## config.mk

```make
export PLATFORM = sky130hd
export DESIGN_NAME = clock_set_controller_flat
export DESIGN_NICKNAME = d
export VERILOG_FILES = /design/src/rtl/clock_set_if.sv /design/src/rtl/clock_set_controller.sv /design/src/flat_wrapper.sv
export SDC_FILE = /design/constraint.sdc
export NUM_CORES = 1
export LEC_CHECK = 0
export BUFFER_PORTS_ARGS = -buffer_cell sky130_fd_sc_hd__buf_2
export CAP_MARGIN = 20
export CELL_PAD_IN_SITES_DETAIL_PLACEMENT = 2
export CELL_PAD_IN_SITES_GLOBAL_PLACEMENT = 2
export CORE_ASPECT_RATIO = 0.6
export CORE_MARGIN = 1.5
export CORE_UTILIZATION = 31
export DETAILED_ROUTE_END_ITERATION = 7
export HOLD_SLACK_MARGIN = 0.06
export PLACE_DENSITY = 0.8
export SYNTH_ARGS = -nofsm -noshare
export SYNTH_HDL_FRONTEND = slang
export SYNTH_SLANG_ARGS = --single-unit
```

## constraint.sdc

```tcl
create_clock -name mclk -period 3.8 [get_ports mclk]
set_clock_uncertainty 0.15 [all_clocks]
set_input_delay 0.57 -clock mclk [delete_from_list [all_inputs] [get_ports mclk]]
set_output_delay 0.57 -clock mclk [all_outputs]
set_load 0.005 [all_outputs]
```

## src/rtl/clock_set_if.sv

```systemverilog
// Edit-controller bus between the button/timekeeping side and the set sequencer.
interface clock_set_if;
  logic [1:0] clk_mode;
  logic [1:0] vButton;
  logic [7:0] cur_a;
  logic [7:0] cur_b;
  logic [7:0] cur_c;
  logic [7:0] set_a;
  logic [7:0] set_b;
  logic [7:0] set_c;
  logic [1:0] field_sel;
  logic       blink;
  logic       editing;
  logic       load_time;
  logic       load_date;
  logic       load_alarm;

  modport master (
    output clk_mode, vButton, cur_a, cur_b, cur_c,
    input  set_a, set_b, set_c, field_sel, blink, editing,
           load_time, load_date, load_alarm
  );
  modport slave (
    input  clk_mode, vButton, cur_a, cur_b, cur_c,
    output set_a, set_b, set_c, field_sel, blink, editing,
           load_time, load_date, load_alarm
  );
endinterface

```

## src/rtl/clock_set_controller.sv

```systemverilog
// Time/date/alarm edit sequencer: snapshot on mode entry, per-field BCD stepping,
// one-cycle commit strobe, and cursor select/blink for the LCD formatter.
module clock_set_controller #(
  parameter int M_FREQ   = 1,
  parameter bit BLINK_EN = 1'b1
) (
  input logic        mclk,
  input logic        rst,
  clock_set_if.slave bus
);
  localparam int HALF = (M_FREQ / 2 > 1) ? M_FREQ / 2 : 1;
  localparam int CW   = (HALF > 1) ? $clog2(HALF) : 1;

  typedef enum logic [2:0] {IDLE, EDIT_A, EDIT_B, EDIT_C, COMMIT, HOLD} state_t;

  state_t        state_q, state_d;
  logic [1:0]    mode_q, mode_d;
  logic [7:0]    set_a_q, set_b_q, set_c_q;
  logic [7:0]    set_a_d, set_b_d, set_c_d;
  logic [7:0]    inc_a, inc_b, inc_c, dim_cur;
  logic          mode_chg, snap, edit_q, edit_d, force_b;
  logic          blink_q;
  logic [CW-1:0] bcnt;

  // Anything not a valid BCD value inside [lo, hi) restarts at lo.
  function automatic logic [7:0] bcd_inc(input logic [7:0] v, input logic [7:0] lo,
                                         input logic [7:0] hi);
    if (v[3:0] > 4'd9 || v[7:4] > 4'd9 || v < lo || v >= hi) return lo;
    if (v[3:0] == 4'd9) return {v[7:4] + 4'd1, 4'd0};
    return v + 8'd1;
  endfunction

  function automatic logic [7:0] dim(input logic [7:0] mo, input logic [7:0] yy);
    logic [7:0] y;
    y = 8'(yy[7:4]) * 8'd10 + 8'(yy[3:0]);
    case (mo)
      8'h02:                      return (y[1:0] == 2'b00) ? 8'h29 : 8'h28;
      8'h04, 8'h06, 8'h09, 8'h11: return 8'h30;
      default:                    return 8'h31;
    endcase
  endfunction

  always_comb begin
    dim_cur = dim(set_b_q, set_c_q);
    inc_a   = '0;
    inc_b   = '0;
    inc_c   = '0;
    case (mode_q)
      2'd2: begin
        inc_a = bcd_inc(set_a_q, 8'h01, dim_cur);
        inc_b = bcd_inc(set_b_q, 8'h01, 8'h12);
        inc_c = bcd_inc(set_c_q, 8'h00, 8'h99);
      end
      2'd3: begin
        inc_a = bcd_inc(set_a_q, 8'h00, 8'h23);
        inc_b = bcd_inc(set_b_q, 8'h00, 8'h59);
        inc_c = bcd_inc(set_c_q, 8'h00, 8'h01);
      end
      default: begin
        inc_a = bcd_inc(set_a_q, 8'h00, 8'h23);
        inc_b = bcd_inc(set_b_q, 8'h00, 8'h59);
        inc_c = bcd_inc(set_c_q, 8'h00, 8'h59);
      end
    endcase
  end

  assign mode_chg = (bus.clk_mode != mode_q);
  assign snap     = mode_chg && (bus.clk_mode != 2'd0);

  always_comb begin
    state_d = state_q;
    mode_d  = mode_q;
    set_a_d = set_a_q;
    set_b_d = set_b_q;
    set_c_d = set_c_q;
    if (mode_chg) begin
      mode_d = bus.clk_mode;
      if (snap) begin
        state_d = EDIT_A;
        set_a_d = bus.cur_a;
        set_b_d = bus.cur_b;
        set_c_d = bus.cur_c;
      end else begin
        state_d = IDLE;
      end
    end else begin
      case (state_q)
        EDIT_A: if (bus.vButton[1]) state_d = EDIT_B;
                else if (bus.vButton[0]) set_a_d = inc_a;
        EDIT_B: if (bus.vButton[1]) state_d = EDIT_C;
                else if (bus.vButton[0]) set_b_d = inc_b;
        EDIT_C: if (bus.vButton[1]) begin
                  state_d = COMMIT;
                  // Day may exceed the month just chosen; clamp before the strobe.
                  if (mode_q == 2'd2 && set_a_q > dim_cur) set_a_d = dim_cur;
                end else if (bus.vButton[0]) begin
                  set_c_d = inc_c;
                end
        COMMIT: state_d = HOLD;
        default: ;
      endcase
    end
  end

  always_ff @(posedge mclk) begin
    if (rst) begin
      state_q <= IDLE;
      mode_q  <= 2'd0;
      set_a_q <= 8'h00;
      set_b_q <= 8'h00;
      set_c_q <= 8'h00;
    end else begin
      state_q <= state_d;
      mode_q  <= mode_d;
      set_a_q <= set_a_d;
      set_b_q <= set_b_d;
      set_c_q <= set_c_d;
    end
  end

  assign edit_q  = (state_q == EDIT_A) || (state_q == EDIT_B) || (state_q == EDIT_C);
  assign edit_d  = (state_d == EDIT_A) || (state_d == EDIT_B) || (state_d == EDIT_C);
  assign force_b = snap || (edit_q && (bus.vButton != 2'b00));

  // Cursor restarts visible on entry or any press so the user sees the field react.
  always_ff @(posedge mclk) begin
    if (rst || force_b || !edit_d) begin
      blink_q <= 1'b1;
      bcnt    <= '0;
    end else if (bcnt == CW'(HALF - 1)) begin
      blink_q <= BLINK_EN ? ~blink_q : 1'b1;
      bcnt    <= '0;
    end else begin
      bcnt <= bcnt + 1'b1;
    end
  end

  assign bus.set_a      = set_a_q;
  assign bus.set_b      = set_b_q;
  assign bus.set_c      = set_c_q;
  assign bus.editing    = edit_q;
  assign bus.blink      = blink_q;
  assign bus.field_sel  = (state_q == EDIT_A) ? 2'd0 :
                          (state_q == EDIT_B) ? 2'd1 :
                          (state_q == EDIT_C) ? 2'd2 : 2'd3;
  assign bus.load_time  = (state_q == COMMIT) && (mode_q == 2'd1);
  assign bus.load_date  = (state_q == COMMIT) && (mode_q == 2'd2);
  assign bus.load_alarm = (state_q == COMMIT) && (mode_q == 2'd3);
endmodule

```

## src/flat_wrapper.sv

```systemverilog
// flat-port wrapper written by rule: the top's interface ports become plain ports
module clock_set_controller_flat 
#(
  parameter int M_FREQ   = 1,
  parameter bit BLINK_EN = 1'b1
)
  (mclk, rst, bus_clk_mode, bus_vButton, bus_cur_a, bus_cur_b, bus_cur_c, bus_set_a, bus_set_b, bus_set_c, bus_field_sel, bus_blink, bus_editing, bus_load_time, bus_load_date, bus_load_alarm);
  clock_set_if bus_i ();
  input logic mclk;
  input logic rst;
  input wire logic [$bits(bus_i.clk_mode)-1:0] bus_clk_mode;
  input wire logic [$bits(bus_i.vButton)-1:0] bus_vButton;
  input wire logic [$bits(bus_i.cur_a)-1:0] bus_cur_a;
  input wire logic [$bits(bus_i.cur_b)-1:0] bus_cur_b;
  input wire logic [$bits(bus_i.cur_c)-1:0] bus_cur_c;
  output wire logic [$bits(bus_i.set_a)-1:0] bus_set_a;
  output wire logic [$bits(bus_i.set_b)-1:0] bus_set_b;
  output wire logic [$bits(bus_i.set_c)-1:0] bus_set_c;
  output wire logic [$bits(bus_i.field_sel)-1:0] bus_field_sel;
  output wire logic [$bits(bus_i.blink)-1:0] bus_blink;
  output wire logic [$bits(bus_i.editing)-1:0] bus_editing;
  output wire logic [$bits(bus_i.load_time)-1:0] bus_load_time;
  output wire logic [$bits(bus_i.load_date)-1:0] bus_load_date;
  output wire logic [$bits(bus_i.load_alarm)-1:0] bus_load_alarm;
  assign bus_i.clk_mode = bus_clk_mode;
  assign bus_i.vButton = bus_vButton;
  assign bus_i.cur_a = bus_cur_a;
  assign bus_i.cur_b = bus_cur_b;
  assign bus_i.cur_c = bus_cur_c;
  assign bus_set_a = bus_i.set_a;
  assign bus_set_b = bus_i.set_b;
  assign bus_set_c = bus_i.set_c;
  assign bus_field_sel = bus_i.field_sel;
  assign bus_blink = bus_i.blink;
  assign bus_editing = bus_i.editing;
  assign bus_load_time = bus_i.load_time;
  assign bus_load_date = bus_i.load_date;
  assign bus_load_alarm = bus_i.load_alarm;
  clock_set_controller #(.M_FREQ(M_FREQ), .BLINK_EN(BLINK_EN)) u_core (.mclk(mclk), .rst(rst), .bus(bus_i));
endmodule
```

==> results by group <==
CTS
  • Clock tree root driver cell: sky130_fd_sc_hd__clkbuf_16
  • Clock tree from TritonCTS: yes
  • Number of buffers on the longest clock path: 2
  • CTS Buf Count: 5
  • Clock transition at the registers of the reported paths: 0.05 ns
  • Sinks on Clock Net: 31
  • Clock latency at the later pin of the worst-skew pair: 0.28 ns
  • H-tree depth: 2

Final layout
  • Util after Layout: 37.8%
  • Most frequent standard cell in the layout excluding fill and tap cells: sky130_fd_sc_hd__buf_2
  • Commonest cells after routing, fill and taps aside: sky130_fd_sc_hd__buf_2 (60), sky130_fd_sc_hd__dfxtp_1 (31), sky130_fd_sc_hd__o21ai_0 (28), sky130_fd_sc_hd__nand2_1 (27), sky130_fd_sc_hd__nor2_1 (26)
  • Area growth from synthesis to layout: 18.3%
  • Fin area: 3220 um2
  • Fill count: 1017
  • Share of layout cells above drive strength 1: 21.2%
  • Final-stage net count: 457
  • Number of non-filler instances in the completed layout: 523
  • Antenna fix cells: 0

Routing
  • Detailed Route WL: 10400 um
  • Wirelength per Cell: 19.9 um
  • Vias after detailed routing: 3032
  • Pre-antenna DRT Iters: 4
  • Starting DRC count in detailed routing: 147
  • Vias per std cell: 5.80
  • Number of antenna-violating nets in the routed design: 0
  • Residual DRC: 0

Floorplan
  • Number of cell rows: 26
  • Ports: 61
  • Die Area: 9380 um2
  • Std-Cell Core Area: 8520 um2
  • Die width: 124 um
  • Initial standard-cell utilization of the core: 32.0%
  • Chip height: 75.6 um

Global route
  • Antenna violations before repair: 0
  • Maximum number of pins on one net before global-route repair: 34
  • Via count of the first global-routing pass: 3133
  • Global-route total usage across every layer: 23.3%
  • Aggregate global routing overflow: 0
  • Global-route wire length before repair: 16800 um

Setup path
  • Kind of start point of the critical path: register
  • Slowest cell on crit path: sky130_fd_sc_hd__or4_4
  • Biggest fanout along the worst timing path: 7
  • Total buffers and inverters traversed by the critical path: 2
  • Type of the worst setup path: reg -> reg
  • Crit Reg-Reg Startpoint: u_core.bus.set_b[4]
  • CP Data Required Time: 3.78 ns
  • Levels on crit path: 14
  • Worst endpoint data arrival time: 3.58 ns
  • Category of cells accounting for the largest share of critical-path delay: simple AND/OR/NAND/NOR gates
  • Reg-to-reg endpoint: u_core.bus.set_a[4]
  • Reg-to-reg setup timing slack: 0.20 ns
  • Slowest cell delay on critical path: 0.52 ns
  • Timing endpoint of the critical path: u_core.bus.set_a[4]
  • CP Cell Sequence: inv_1 -> ha_1 -> or3b_4 -> or4_4 -> clkinv_2 -> nand3_2 -> nand2_1 -> ha_1 -> nand2_1 -> nor4_1 -> a211oi_2 -> a21oi_1 -> o41ai_1 -> a211oi_1
  • Worst setup EP type: register
  • Cells on worst reg2reg path: 14
  • Crit path from: u_core.bus.set_b[4]

Power
  • Power Density: 361 nW/um2
  • Leakage power: 1.32 nW
  • Max rail drop VDD: 156 uV

Flow run
  • MaxCap Viol Count: 0

Placed design
  • Placed wire-length estimate: 8030 um
  • Number of buffer cells added on primary ports: 60
  • Placed insts: 516
  • Post-place instance area: 3070 um2
  • RePlAce Congestion: 0.898

Logic synthesis
  • Mapped Avg Cell Area: 7.44 um2
  • Netlist area before placement: 2720 um2
  • Share of flip-flops with an asynchronous set or reset after synthesis: 0%
  • #FFs+latches synth: 31
  • Count of warnings emitted by yosys: 0
  • Sequential area share after synthesis: 22.8%
  • Number of distinct standard cells referenced by the synthesized netlist: 65
  • Gate Count Post-Synth: 366
  • Post-synth EDFFs: 0
  • Post-synth top flop: sky130_fd_sc_hd__dfxtp_1
  • Net Count, Synth: 411

Timing
  • Aggregate negative setup slack: 0 ns
  • Portion of the clock cycle consumed by the worst path in the final layout: 94.8%
  • Final setup fails: 0
  • Maximum frequency from static timing analysis: 278 MHz
  • Final max-slew violation count: 0
  • Endpoints failing hold: 0
  • RSZ-0062 raised after global routing: true
  • Remaining max-slew budget at the tightest pin: 53.3%
  • Final critical path time including I/O delays and setup: 3.60 ns
  • Slew at the pin with the worst max-slew slack: 0.700 ns
  • Worst hold margin: 0.393 ns

Worst hold path
  • Hold crit path type: reg -> reg

Outcome
  • Run status: finished, final reports clean
[flip-flops by register name, indices dropped and copies added, names as in the netlist]
name              count
u_core.bcnt           1
u_core.bus.blink      1
u_core.bus.set_a      8
u_core.bus.set_b      8
u_core.bus.set_c      8
u_core.mode_q         2
u_core.state_q        3
[tightest hold or removal path, cell delays in order, from the launching register on]
cell,delay (ns)
sky130_fd_sc_hd__dfxtp_1,0.36
sky130_fd_sc_hd__nand2_1,0.08
sky130_fd_sc_hd__a21oi_1,0.05
[kinds of logic after synthesis]
logic type | after synthesis | synth area share [%]
other cells | 1 | 0.138
buf+inv | 50 | 8.04
flops | 31 | 22.8
mux | 1 | 0.367
xor+xnor | 12 | 3.86
compound gates | 117 | 30.8
simple gates | 139 | 27.1
fa+ha+maj | 15 | 6.89
[worst min-delay path by stage]
stage | startpoint | to | slack [ns] | depth (start not counted)
finish | u_core.bus.set_a[7] | u_core.bus.set_a[7] | 0.39 | 2
detailed placement | u_core.bus.set_a[7] | u_core.bus.set_a[7] | 0.38 | 2
CTS | u_core.bus.set_a[7] | u_core.bus.set_a[7] | 0.39 | 2
global route | bus_cur_a[7] | u_core.bus.set_a[7] | 0.40 | 3
floorplan | u_core.bus.set_a[7] | u_core.bus.set_a[7] | 0.34 | 2
global placement | u_core.bus.set_a[7] | u_core.bus.set_a[7] | 0.38 | 2
[where the power goes]
part / internal, mW / switching [mW] / total, mW
Clock: 0.235 / 0.140 / 0.376
Combinational: 0.150 / 0.209 / 0.359
Sequential: 0.353 / 0.0745 / 0.428
Total: 0.739 / 0.424 / 1.16
[cells in the mapped netlist (all sizes together), types with 3 or more instances]
master  count  share of area, %
dfxtp      31                23
o21ai      28               5.1
nand2      27               3.7
nor2       26               3.6
a21oi      23               4.2
clkbuf     21               3.3
inv        21               2.9
nand3      17               3.3
nor3       17               3.1
ha         15               6.9
a211oi      9               2.7
a221oi      9               3.1
nor2b       8               1.8
xnor2       8               2.6
buf         7               1.7
nand2b      7               1.6
nand4       7               1.6
a31oi       6               1.4
a22oi       5               1.4
nor4        5               1.1
a22o        4               1.3
and2        4              0.92
o211ai      4               1.1
xor2        4               1.3
and3        3              0.69
and3b       3              0.96
nand4b      3              0.96
o21a        3              0.83
o22ai       3              0.69
o41ai       3               1.7
or3b        3               1.1
[through the flow]
| stage | total power, mW | setup slack, ns |
|---|---|---|
| 2_1_floorplan | 0.652 | 0.605 |
| 3_3_place_gp | 0.772 | 0.344 |
| 3_5_place_dp | 0.788 | 0.0637 |
| 4_1_cts | 1.17 | 0.0632 |
| 5_1_grt | 1.24 | -0.0174 |
| 6_report | 1.16 | 0.198 |
[final cells by class]
type	instances	area, um2	area share (%)
Clock buffer	6	129	4.00
Timing Repair Buffer	67	353	11.0
Sequential cell	31	621	19.3
Multi-Input combinational cell	285	1900	58.8
Inverter	22	83.8	2.60
Tap cell	112	140	4.35
[routing by layer]
metal / share of wire [%] / GRT usage, % / vias to the layer above / routed length (um)
met2: 42 / 36.0 / 64 / 4410
met1: 53 / 34.9 / 1521 / 5540
met4: 0.40 / 3.03 / 0 / 42
met5: 0 / 0 / - / 0
met3: 4.2 / 3.97 / 8 / 433
li1: - / - / 1439 / -
[what timing repair did]
action | in CTS | in global routing
hold endpoints to repair | 0 | 0
hold buffers | 0 | 0
setup buffers | 0 | 1
resized for setup | 0 | 3
setup endpoints to repair | 0 | 8
Power figures use the tool's default switching activity.
